### src/rtl/seg_scan_driver.sv
`timescale 1ns/1ps
// Multiplexed seven-segment scanner: raw 8-bit patterns from a small buffer,
// per-digit blink, horizontal scrolling of long text and a frame-done strobe.
module seg_scan_driver #(
  parameter  int DIGITS        = 8,
  parameter  int REFRESH_DIV   = 200000,
  parameter  int BUF_DEPTH     = 16,
  parameter  int SCROLL_FRAMES = 64,
  parameter  int BLINK_FRAMES  = 32,
  localparam int AW            = (BUF_DEPTH > 1) ? $clog2(BUF_DEPTH) : 1
) (
  input  logic              clk,
  input  logic              reset,
  input  logic              enable,
  input  logic              wr_en,
  input  logic [AW-1:0]     wr_addr,
  input  logic [7:0]        wr_data,
  input  logic [AW:0]       text_len,
  input  logic              scroll_en,
  input  logic [DIGITS-1:0] blink_mask,
  output logic [7:0]        seg,
  output logic [DIGITS-1:0] an,
  output logic              frame_done
);

  localparam int CW        = (REFRESH_DIV > 1) ? $clog2(REFRESH_DIV) : 1;
  localparam int IW        = (DIGITS > 1) ? $clog2(DIGITS) : 1;
  localparam int SFW       = (SCROLL_FRAMES > 1) ? $clog2(SCROLL_FRAMES) : 1;
  localparam int BFW       = (BLINK_FRAMES > 1) ? $clog2(BLINK_FRAMES) : 1;
  localparam int LW        = AW + 1;
  localparam int SW        = $clog2(BUF_DEPTH + DIGITS) + 1;
  localparam int MOD_STEPS = (BUF_DEPTH + DIGITS) / (DIGITS + 1) + 1;

  localparam logic [CW-1:0]  CNT_LAST = CW'(REFRESH_DIV - 1);
  localparam logic [IW-1:0]  IDX_LAST = IW'(DIGITS - 1);
  localparam logic [SFW-1:0] SFR_LAST = SFW'(SCROLL_FRAMES - 1);
  localparam logic [BFW-1:0] BFR_LAST = BFW'(BLINK_FRAMES - 1);

  logic [CW-1:0]     cnt_q, cnt_d;
  logic [IW-1:0]     idx_q, idx_d;
  logic [SFW-1:0]    sfr_q, sfr_d;
  logic [AW-1:0]     off_q, off_d;
  logic [BFW-1:0]    bfr_q, bfr_d;
  logic              phase_q, phase_d;
  logic              run_q, tick_q, fd_q;
  logic [DIGITS-1:0] an_q, an_d;
  logic [7:0]        seg_q, seg_d;
  logic [7:0]        buf_q [BUF_DEPTH];

  logic [LW-1:0]     eff_len;
  logic              scroll_act, tick, wrap, upd;
  logic [SW-1:0]     sum;
  logic [AW-1:0]     rd_addr;
  logic              shown, blank;
  logic [7:0]        pat;

  assign eff_len    = (text_len > LW'(BUF_DEPTH)) ? LW'(BUF_DEPTH) : text_len;
  assign scroll_act = scroll_en && (int'(eff_len) > DIGITS);
  assign tick       = enable && (cnt_q == CNT_LAST);
  assign wrap       = tick && (idx_q == IDX_LAST);
  // Outputs reload on the cycle after idx moves, or on the first enabled cycle.
  assign upd        = enable && (!run_q || tick_q);

  always_comb begin
    // NOTE: every signal written here gets a default first, so no latch is inferred.
    cnt_d   = cnt_q;
    idx_d   = idx_q;
    sfr_d   = sfr_q;
    off_d   = off_q;
    bfr_d   = bfr_q;
    phase_d = phase_q;
    if (!enable) begin
      cnt_d   = '0;
      idx_d   = '0;
      sfr_d   = '0;
      off_d   = '0;
      bfr_d   = '0;
      phase_d = 1'b0;
    end else begin
      cnt_d = tick ? '0 : cnt_q + 1'b1;
      if (tick) idx_d = (idx_q == IDX_LAST) ? '0 : idx_q + 1'b1;
      if (wrap) begin
        // Offset only ever changes between frames, so a frame never tears.
        if (!scroll_act || ({1'b0, off_q} >= eff_len)) begin
          off_d = '0;
          sfr_d = '0;
        end else if (sfr_q == SFR_LAST) begin
          sfr_d = '0;
          off_d = ({1'b0, off_q} == eff_len - LW'(1)) ? '0 : off_q + 1'b1;
        end else begin
          sfr_d = sfr_q + 1'b1;
        end
        if (bfr_q == BFR_LAST) begin
          bfr_d   = '0;
          phase_d = !phase_q;
        end else begin
          bfr_d = bfr_q + 1'b1;
        end
      end
    end
  end

  // (offset + idx) mod L as a bounded compare-subtract chain.
  always_comb begin
    sum = SW'(off_q) + SW'(idx_q);
    for (int i = 0; i < MOD_STEPS; i++) begin
      if (sum >= SW'(eff_len)) sum = sum - SW'(eff_len);
    end
    rd_addr = scroll_act ? AW'(sum) : AW'(idx_q);
    shown   = scroll_act || (SW'(idx_q) < SW'(eff_len));
    pat     = shown ? buf_q[rd_addr] : 8'h00;
    blank   = phase_q && blink_mask[idx_q];
  end

  always_comb begin
    an_d  = an_q;
    seg_d = seg_q;
    if (!enable) begin
      an_d  = '0;
      seg_d = 8'h00;
    end else if (upd) begin
      an_d         = '0;
      an_d[idx_q]  = 1'b1;
      seg_d        = blank ? 8'h00 : pat;
    end
  end

  always_ff @(posedge clk or negedge reset) begin
    if (!reset) begin
      cnt_q   <= '0;
      idx_q   <= '0;
      sfr_q   <= '0;
      off_q   <= '0;
      bfr_q   <= '0;
      phase_q <= 1'b0;
      run_q   <= 1'b0;
      tick_q  <= 1'b0;
      fd_q    <= 1'b0;
      an_q    <= '0;
      seg_q   <= 8'h00;
    end else begin
      // NOTE: non-blocking assignments so every register samples pre-edge values.
      cnt_q   <= cnt_d;
      idx_q   <= idx_d;
      sfr_q   <= sfr_d;
      off_q   <= off_d;
      bfr_q   <= bfr_d;
      phase_q <= phase_d;
      run_q   <= enable;
      tick_q  <= tick;
      fd_q    <= wrap;
      an_q    <= an_d;
      seg_q   <= seg_d;
    end
  end

  // NOTE: the buffer must read blank after reset, so it is built from resettable flops, not a RAM.
  always_ff @(posedge clk or negedge reset) begin
    if (!reset) begin
      for (int i = 0; i < BUF_DEPTH; i++) buf_q[i] <= 8'h00;
    end else if (wr_en && ({1'b0, wr_addr} < LW'(BUF_DEPTH))) begin
      buf_q[wr_addr] <= wr_data;
    end
  end

  assign seg        = seg_q;
  assign an         = an_q;
  assign frame_done = fd_q;

endmodule

### config.mk
export PLATFORM = sky130hd
export DESIGN_NAME = seg_scan_driver
export DESIGN_NICKNAME = d
export VERILOG_FILES = /design/src/rtl/seg_scan_driver.sv
export SDC_FILE = /design/constraint.sdc
export NUM_CORES = 1
export LEC_CHECK = 0
export ABC_AREA = 1
export CAP_MARGIN = 10
export CORE_MARGIN = 2
export CORE_UTILIZATION = 38
export CTS_CLUSTER_DIAMETER = 150
export CTS_CLUSTER_SIZE = 10
export DETAILED_ROUTE_END_ITERATION = 16
export PLACE_DENSITY = 0.59
export SKIP_CTS_REPAIR_TIMING = 1
export SYNTH_ARGS = -nofsm -noshare
export SYNTH_HDL_FRONTEND = slang
export SYNTH_SLANG_ARGS = --single-unit
### constraint.sdc
create_clock -name clk -period 17 [get_ports clk]
set_input_delay 3.4 -clock clk [delete_from_list [all_inputs] [get_ports clk]]
set_output_delay 3.4 -clock clk [all_outputs]
set_load 0.05 [all_outputs]
# == Word-level counts from Yosys, hierarchy flattened ==
# Cells that the tools add are included.
# word_totals
reg_bits,184
inputBits,30
elab_cells,117
# op_classes
addsub,10
n_lt_le_gt_ge,12
n_eq_ne,10
mux,41
bitwise,2
n_reduce_logical,15
# op_table
cell,count
bitwise mux 128 bit,1
two-way mux 8 bit,9
two-way mux 18 bit,2
two-way mux 6 bit,6
binary-select mux 8 bit (select 4 bit),1
demux 8 bit (select 4 bit),1
two-way mux 4 bit,7
two-way mux 5 bit,4
"adder 18 x 1 -> 18 bit, second input constant",1
"== test 18 bit, second input constant",1
>= comparator 6 x 5 -> 1 bit,2
">= comparator 5 bit, second input constant",2
inverter 4 -> 5 bit,2
two-way mux 3 bit,3
"inequality test 2 x 1 -> 1 bit, second input constant",4
logical AND 1 bit,7
"adder 6 x 1 -> 6 bit, second input constant",1
"== test 6 bit, second input constant",1
subtractor 5 x 5 -> 6 bit,1
subtractor 6 x 5 -> 6 bit,1
adder 4 x 3 -> 5 bit,1
"adder 5 x 1 -> 5 bit, second input constant",1
== test 4 x 5 -> 1 bit,1
"== test 5 bit, second input constant",1
20 further kinds,29

# == Depth between registers and ports, before layout ==
# logic_depth
depth_word,17
ltp_mapped,38
ltp_nobuf,36

# == Worst setup path before layout ==
# Ideal clock, no wire load.
# synth_timing
kind,input to register
startpoint,in text_len[4]
endpoint,reg seg_q[0] (netlist: seg[0])
setup_time_ps,118
arrival_ps,8273
t_required_ps,16882
slack_ps,8609
stages,33
cell_sequence,inv_1 > o21ai_0 > ha_1 > nand2_1 > inv_2 > nand3_4 > nand3_1 > nand2_1 > nand2_1 > ha_1 > fa_1 > o21ai_0 > nand2_1 > nand3_4 > inv_2 > or2_0 > o21ai_2 > inv_1 > ha_1 > nand2_1 > a21oi_1 > a211oi_1 > nand3_1 > nand3_4 > nand2_2 > buf_6 > buf_6 > nand2_1 > nand3_1 > nand3_1 > nand3_1 > nand3_1 > nand2_1
# synth_via
elab_chain_len,17
elab_cells_between_ends,24
# synth_rtl
element,line_no,source
start: declaration,18,"input logic [AW:0] text_len,"
greater-than comparator 5 bit,57,assign eff_len = (text_len > LW'(BUF_DEPTH)) ? LW'(BUF_DEPTH) : text_len;
two-way mux 5 bit *,57,
subtractor 5 x 5 -> 6 bit / >= comparator 5 bit (equally long branches),107,if (sum >= SW'(eff_len)) sum = sum - SW'(eff_len);
two-way mux 6 bit,107,
subtractor 6 x 5 -> 6 bit / >= comparator 6 x 5 -> 1 bit (equally long branches),107,
two-way mux 6 bit,107,
>= comparator 6 x 5 -> 1 bit / subtractor 4 bit (equally long branches),107,
two-way mux 4 bit,107,
two-way mux 4 bit,109,rd_addr = scroll_act ? AW'(sum) : AW'(idx_q);
inverter 4 -> 5 bit (implied by the code),111,pat = shown ? buf_q[rd_addr] : 8'h00;
binary-select mux 8 bit (select 4 bit),111,
two-way mux 8 bit (implied by the code) (2 in a row),111,
two-way mux 8 bit *,111,
two-way mux 8 bit *,124,seg_d = blank ? 8'h00 : pat;
two-way mux 8 bit *,121,end else if (upd) begin
two-way mux 8 bit *,118,if (!enable) begin
end signal: assignment,153,seg_q <= seg_d;
end: declaration,47,"logic [7:0] seg_q, seg_d;"
# Every way passes the cells marked *; elsewhere a longest branch is shown, timed or not. The select of a mux whose other input is x is not followed.
# A chain may end at the register's enable or synchronous reset.

# == Worst setup path in the final report ==
# layout_timing
startpoint,in text_len[4]
endpoint,reg seg_q[2] (netlist: seg[2])
# Same word-level chain as after synthesis.

==> run_summary.xml <==
<?xml version="1.0" encoding="UTF-8"?>
<metrics>
  <group name="timing">
    <metric name="hold_viol_final" unit="">0</metric>
    <metric name="layout_worst_path_cycle_share" unit="%">62.0</metric>
    <metric name="finalWorstPathRequiredPeriod" unit="ps">10540</metric>
    <metric name="finalSetupViolations" unit="">0</metric>
    <metric name="finalMaxSlewViolations" unit="">0</metric>
    <metric name="timing.fmax" unit="MHz">94.8</metric>
    <metric name="timing.setup.tns" unit="ps">0</metric>
    <metric name="tightest_slew" unit="ps">1080</metric>
    <metric name="max_slew_margin" unit="%">28.0</metric>
    <metric name="postLayoutSetupSlackWorst" unit="ps">6460</metric>
    <metric name="rsz_0062_raised_after_global_routing" unit="">no</metric>
    <metric name="finClkSkew" unit="ps">13.5</metric>
  </group>
  <group name="routing">
    <metric name="postRouteWirelength" unit="µm">25500</metric>
    <metric name="routed-via-count" unit="">8389</metric>
    <metric name="drt_pre_antenna_iters" unit="">6</metric>
    <metric name="wl_cell" unit="µm">16.0</metric>
    <metric name="final_antenna_net_count" unit="">0</metric>
    <metric name="vias_per_cell" unit="">5.28</metric>
    <metric name="detailedRoute.firstIterationViolations" unit="">652</metric>
    <metric name="remaining_design_rule_violation_count" unit="">0</metric>
  </group>
  <group name="synth">
    <metric name="netlist_instances" unit="">1231</metric>
    <metric name="share_of_flip_flops_with_an_asynchronous_set_or_reset_after_synthesis" unit="%">100</metric>
    <metric name="synth_seq_area_share" unit="%">47.0</metric>
    <metric name="number_of_enable_flip_flop_cells_after_synthesis" unit="">0</metric>
    <metric name="syn-cell-area" unit="µm²">9800</metric>
    <metric name="synth_flop_cell" unit="">dfrtp_1</metric>
    <metric name="synth_cell_types" unit="">44</metric>
    <metric name="synth_seq_cells" unit="">184</metric>
    <metric name="postSynthAreaPerCell" unit="µm²">7.96</metric>
    <metric name="ys_warn_count" unit="">0</metric>
    <metric name="synth_fp_nets" unit="">1298</metric>
  </group>
  <group name="clock_tree">
    <metric name="cts.htree.levels" unit="">4</metric>
    <metric name="clock-root-buffer" unit="">clkbuf_16</metric>
    <metric name="clkSinkCount" unit="">184</metric>
    <metric name="tritoncts_buffers" unit="">17</metric>
    <metric name="cts.reportedPaths.clkPinSlew" unit="ps">80</metric>
    <metric name="clkLatencyLatePin" unit="ps">430</metric>
    <metric name="clock_tree_from_tritoncts" unit="">built</metric>
    <metric name="max-clock-path-buffers" unit="">2</metric>
  </group>
  <group name="grt">
    <metric name="first_global_vias" unit="">8027</metric>
    <metric name="grt_max_degree" unit="">113</metric>
    <metric name="global_route.overflow_total" unit="">0</metric>
    <metric name="gr-usage-all-layers" unit="%">19.8</metric>
    <metric name="antenna_found_initial" unit="">0</metric>
    <metric name="grt_first_pass_wirelength" unit="µm">42200</metric>
  </group>
  <group name="finish">
    <metric name="layout.cells.most_common_list" unit="">nand2_1 (333), nand3_1 (188), dfrtp_1 (184), o21ai_0 (160), inv_1 (88)</metric>
    <metric name="layout.nets" unit="">1315</metric>
    <metric name="antenna_cells" unit="">0</metric>
    <metric name="n_fill_cell" unit="">2524</metric>
    <metric name="drive_gt1_share" unit="%">5.24</metric>
    <metric name="flow.area_growth_from_synthesis" unit="%">12.2</metric>
    <metric name="most_common_cell_after_layout_fill_and_taps_aside" unit="">nand2_1</metric>
  </group>
  <group name="floorplan">
    <metric name="placeableCoreArea" unit="µm²">25300</metric>
    <metric name="top_level_ports" unit="">47</metric>
    <metric name="die_height" unit="µm">165</metric>
    <metric name="placement_rows" unit="">58</metric>
    <metric name="floorplan.initialDensity" unit="%">38.8</metric>
    <metric name="design.die.area" unit="µm²">27100</metric>
    <metric name="die_width" unit="µm">165</metric>
  </group>
  <group name="run">
    <metric name="drv.max_cap_violation_count" unit="">0</metric>
  </group>
  <group name="setup_path">
    <metric name="crit_path_max_fanout" unit="">56</metric>
    <metric name="critical_path_class" unit="">in -&gt; reg</metric>
    <metric name="crit_path_frequent_cell" unit="">nand2_1</metric>
    <metric name="worst_ep_required_time" unit="ps">17370</metric>
    <metric name="critical_path.startpoint_type" unit="">input port</metric>
    <metric name="cp_slowest_stage_delay" unit="ps">940</metric>
    <metric name="worst_setup_path_end_kind" unit="">flip-flop</metric>
    <metric name="critPathArrivalTime" unit="ps">10910</metric>
    <metric name="cpMaxStageDelayCell" unit="">nand2_2</metric>
  </group>
  <group name="placed_design">
    <metric name="place.detailed.hpwl" unit="µm">17100</metric>
    <metric name="dpl_worst_slack" unit="ps">6140</metric>
    <metric name="io_buffer_count" unit="">46</metric>
    <metric name="finalWeightedCongestion" unit="">0.869</metric>
  </group>
  <group name="power">
    <metric name="power.density" unit="nW/µm²">128</metric>
    <metric name="power_leakage" unit="nW">5.09</metric>
    <metric name="seq_power_share" unit="%">39.9</metric>
    <metric name="internal-power" unit="µW">859</metric>
    <metric name="switching_fraction_of_total_power" unit="%">38.8</metric>
    <metric name="largest_vdd_supply_drop" unit="mV">0.0663</metric>
    <metric name="share_comb_of_total_power" unit="%">33.1</metric>
    <metric name="power_frac_clock" unit="%">27.0</metric>
    <metric name="net-switching-power" unit="µW">544</metric>
  </group>
  <group name="status">
    <metric name="outcome" unit="">finished, final reports clean</metric>
  </group>
  <group name="hold_path">
    <metric name="hold_class" unit="">reg -&gt; reg</metric>
  </group>
</metrics>
-- power by group through the flow --
stage | sequential, mW | clock [mW] | combinational, mW
2_1_floorplan | 0.580 | 0 | 0.321
3_3_place_gp | 0.566 | 0 | 0.456
3_5_place_dp | 0.565 | 0 | 0.463
4_1_cts | 0.558 | 0.387 | 0.464
5_1_grt | 0.568 | 0.404 | 0.523
6_report | 0.560 | 0.379 | 0.464
-- Yosys cell counts, drive strengths merged (4+ instances only) --
master / count / area, µm²
a21oi: 38 / 201
nand4: 9 / 56.3
o21a: 4 / 30.0
clkbuf: 30 / 113
nand3: 194 / 1040
dfrtp: 184 / 4600
nor4: 4 / 25.0
o21ai: 165 / 841
nand2: 341 / 1310
nor3: 19 / 105
ha: 33 / 413
xor2: 7 / 61.3
buf: 22 / 153
inv: 97 / 364
nor2: 56 / 210
fa: 4 / 80.1
xnor2: 5 / 43.8
-- flip-flops by register name (all words and copies together), names as in the netlist --
signal and count:
buf_q 128, cnt_q 18, an 8, seg 8
sfr_q 6, bfr_q 5, off_q 4, idx_q 3
frame_done 1, phase_q 1, run_q 1, tick_q 1
-- worst max-delay path, delay by kind of cell --
family / cells / cell delay, ps
AO/OA/AOI/OAI: 5 / 1660
adder cells (fa/ha/maj): 4 / 1370
buffers and inverters: 5 / 910
AND/OR/NAND/NOR: 19 / 3530
-- cell families (layout without fill, tap and decap cells) --
group / after synthesis / after routing / share of synthesized area (%)
AO/OA/AOI/OAI: 220 / 220 / 12.0
buffers and inverters: 150 / 179 / 6.46
flip-flops: 184 / 184 / 47.0
XOR/XNOR: 12 / 12 / 1.07
AND/OR/NAND/NOR: 628 / 628 / 28.4
adder cells (fa/ha/maj): 37 / 37 / 5.03
-- layout make-up --
cell class              count  area [µm²]  area share (%)
clock buffers              17         425            3.87
inverters                  98         368            3.35
repair buffers             50         494            4.50
well taps                 330         413            3.76
clock inverters            14         130            1.18
flip-flops and latches    184        4600            41.9
multi-input cells         897        4560            41.5
-- path summary, 6_finish.rpt --
path                                   to  cells after the start  slack, ps         from
worst max-delay path               seg[2]                     33       6460  text_len[4]
worst min-delay path             cnt_q[0]                      1        460     cnt_q[0]
worst max register to register     seg[2]                     35       9490     idx_q[0]
worst min register to register   cnt_q[0]                      1        460     cnt_q[0]
max in group asynchronous        buf_q[9]                      2      12370        reset
min in group asynchronous       cnt_q[11]                      1       3060        reset
-- per-stage QoR --
step                      instances  cell area, µm²  util (%)  hold slack, ps  total power, mW
after floorplan                1231            9800         -             433            0.900
after global placement         1559           10400      41.3             457             1.02
after detailed placement       1559           10400      41.3             453             1.03
after CTS                      1590           11000      43.5             464             1.41
after global routing           1590           11000      43.5             484             1.49
final                          1590           11000      43.5             463             1.40
-- layer usage --
metal | track usage (%) | part of all wire [%] | vias up | wire (µm)
met5 | 0 | 0 | - | 0
met4 | 6.01 | 1.9 | 0 | 476
met3 | 3.72 | 4.9 | 35 | 1240
met2 | 30.8 | 46 | 214 | 11600
met1 | 28.0 | 48 | 3994 | 12100
li1 | - | - | 4146 | -
(Power assumes the default switching activity.)
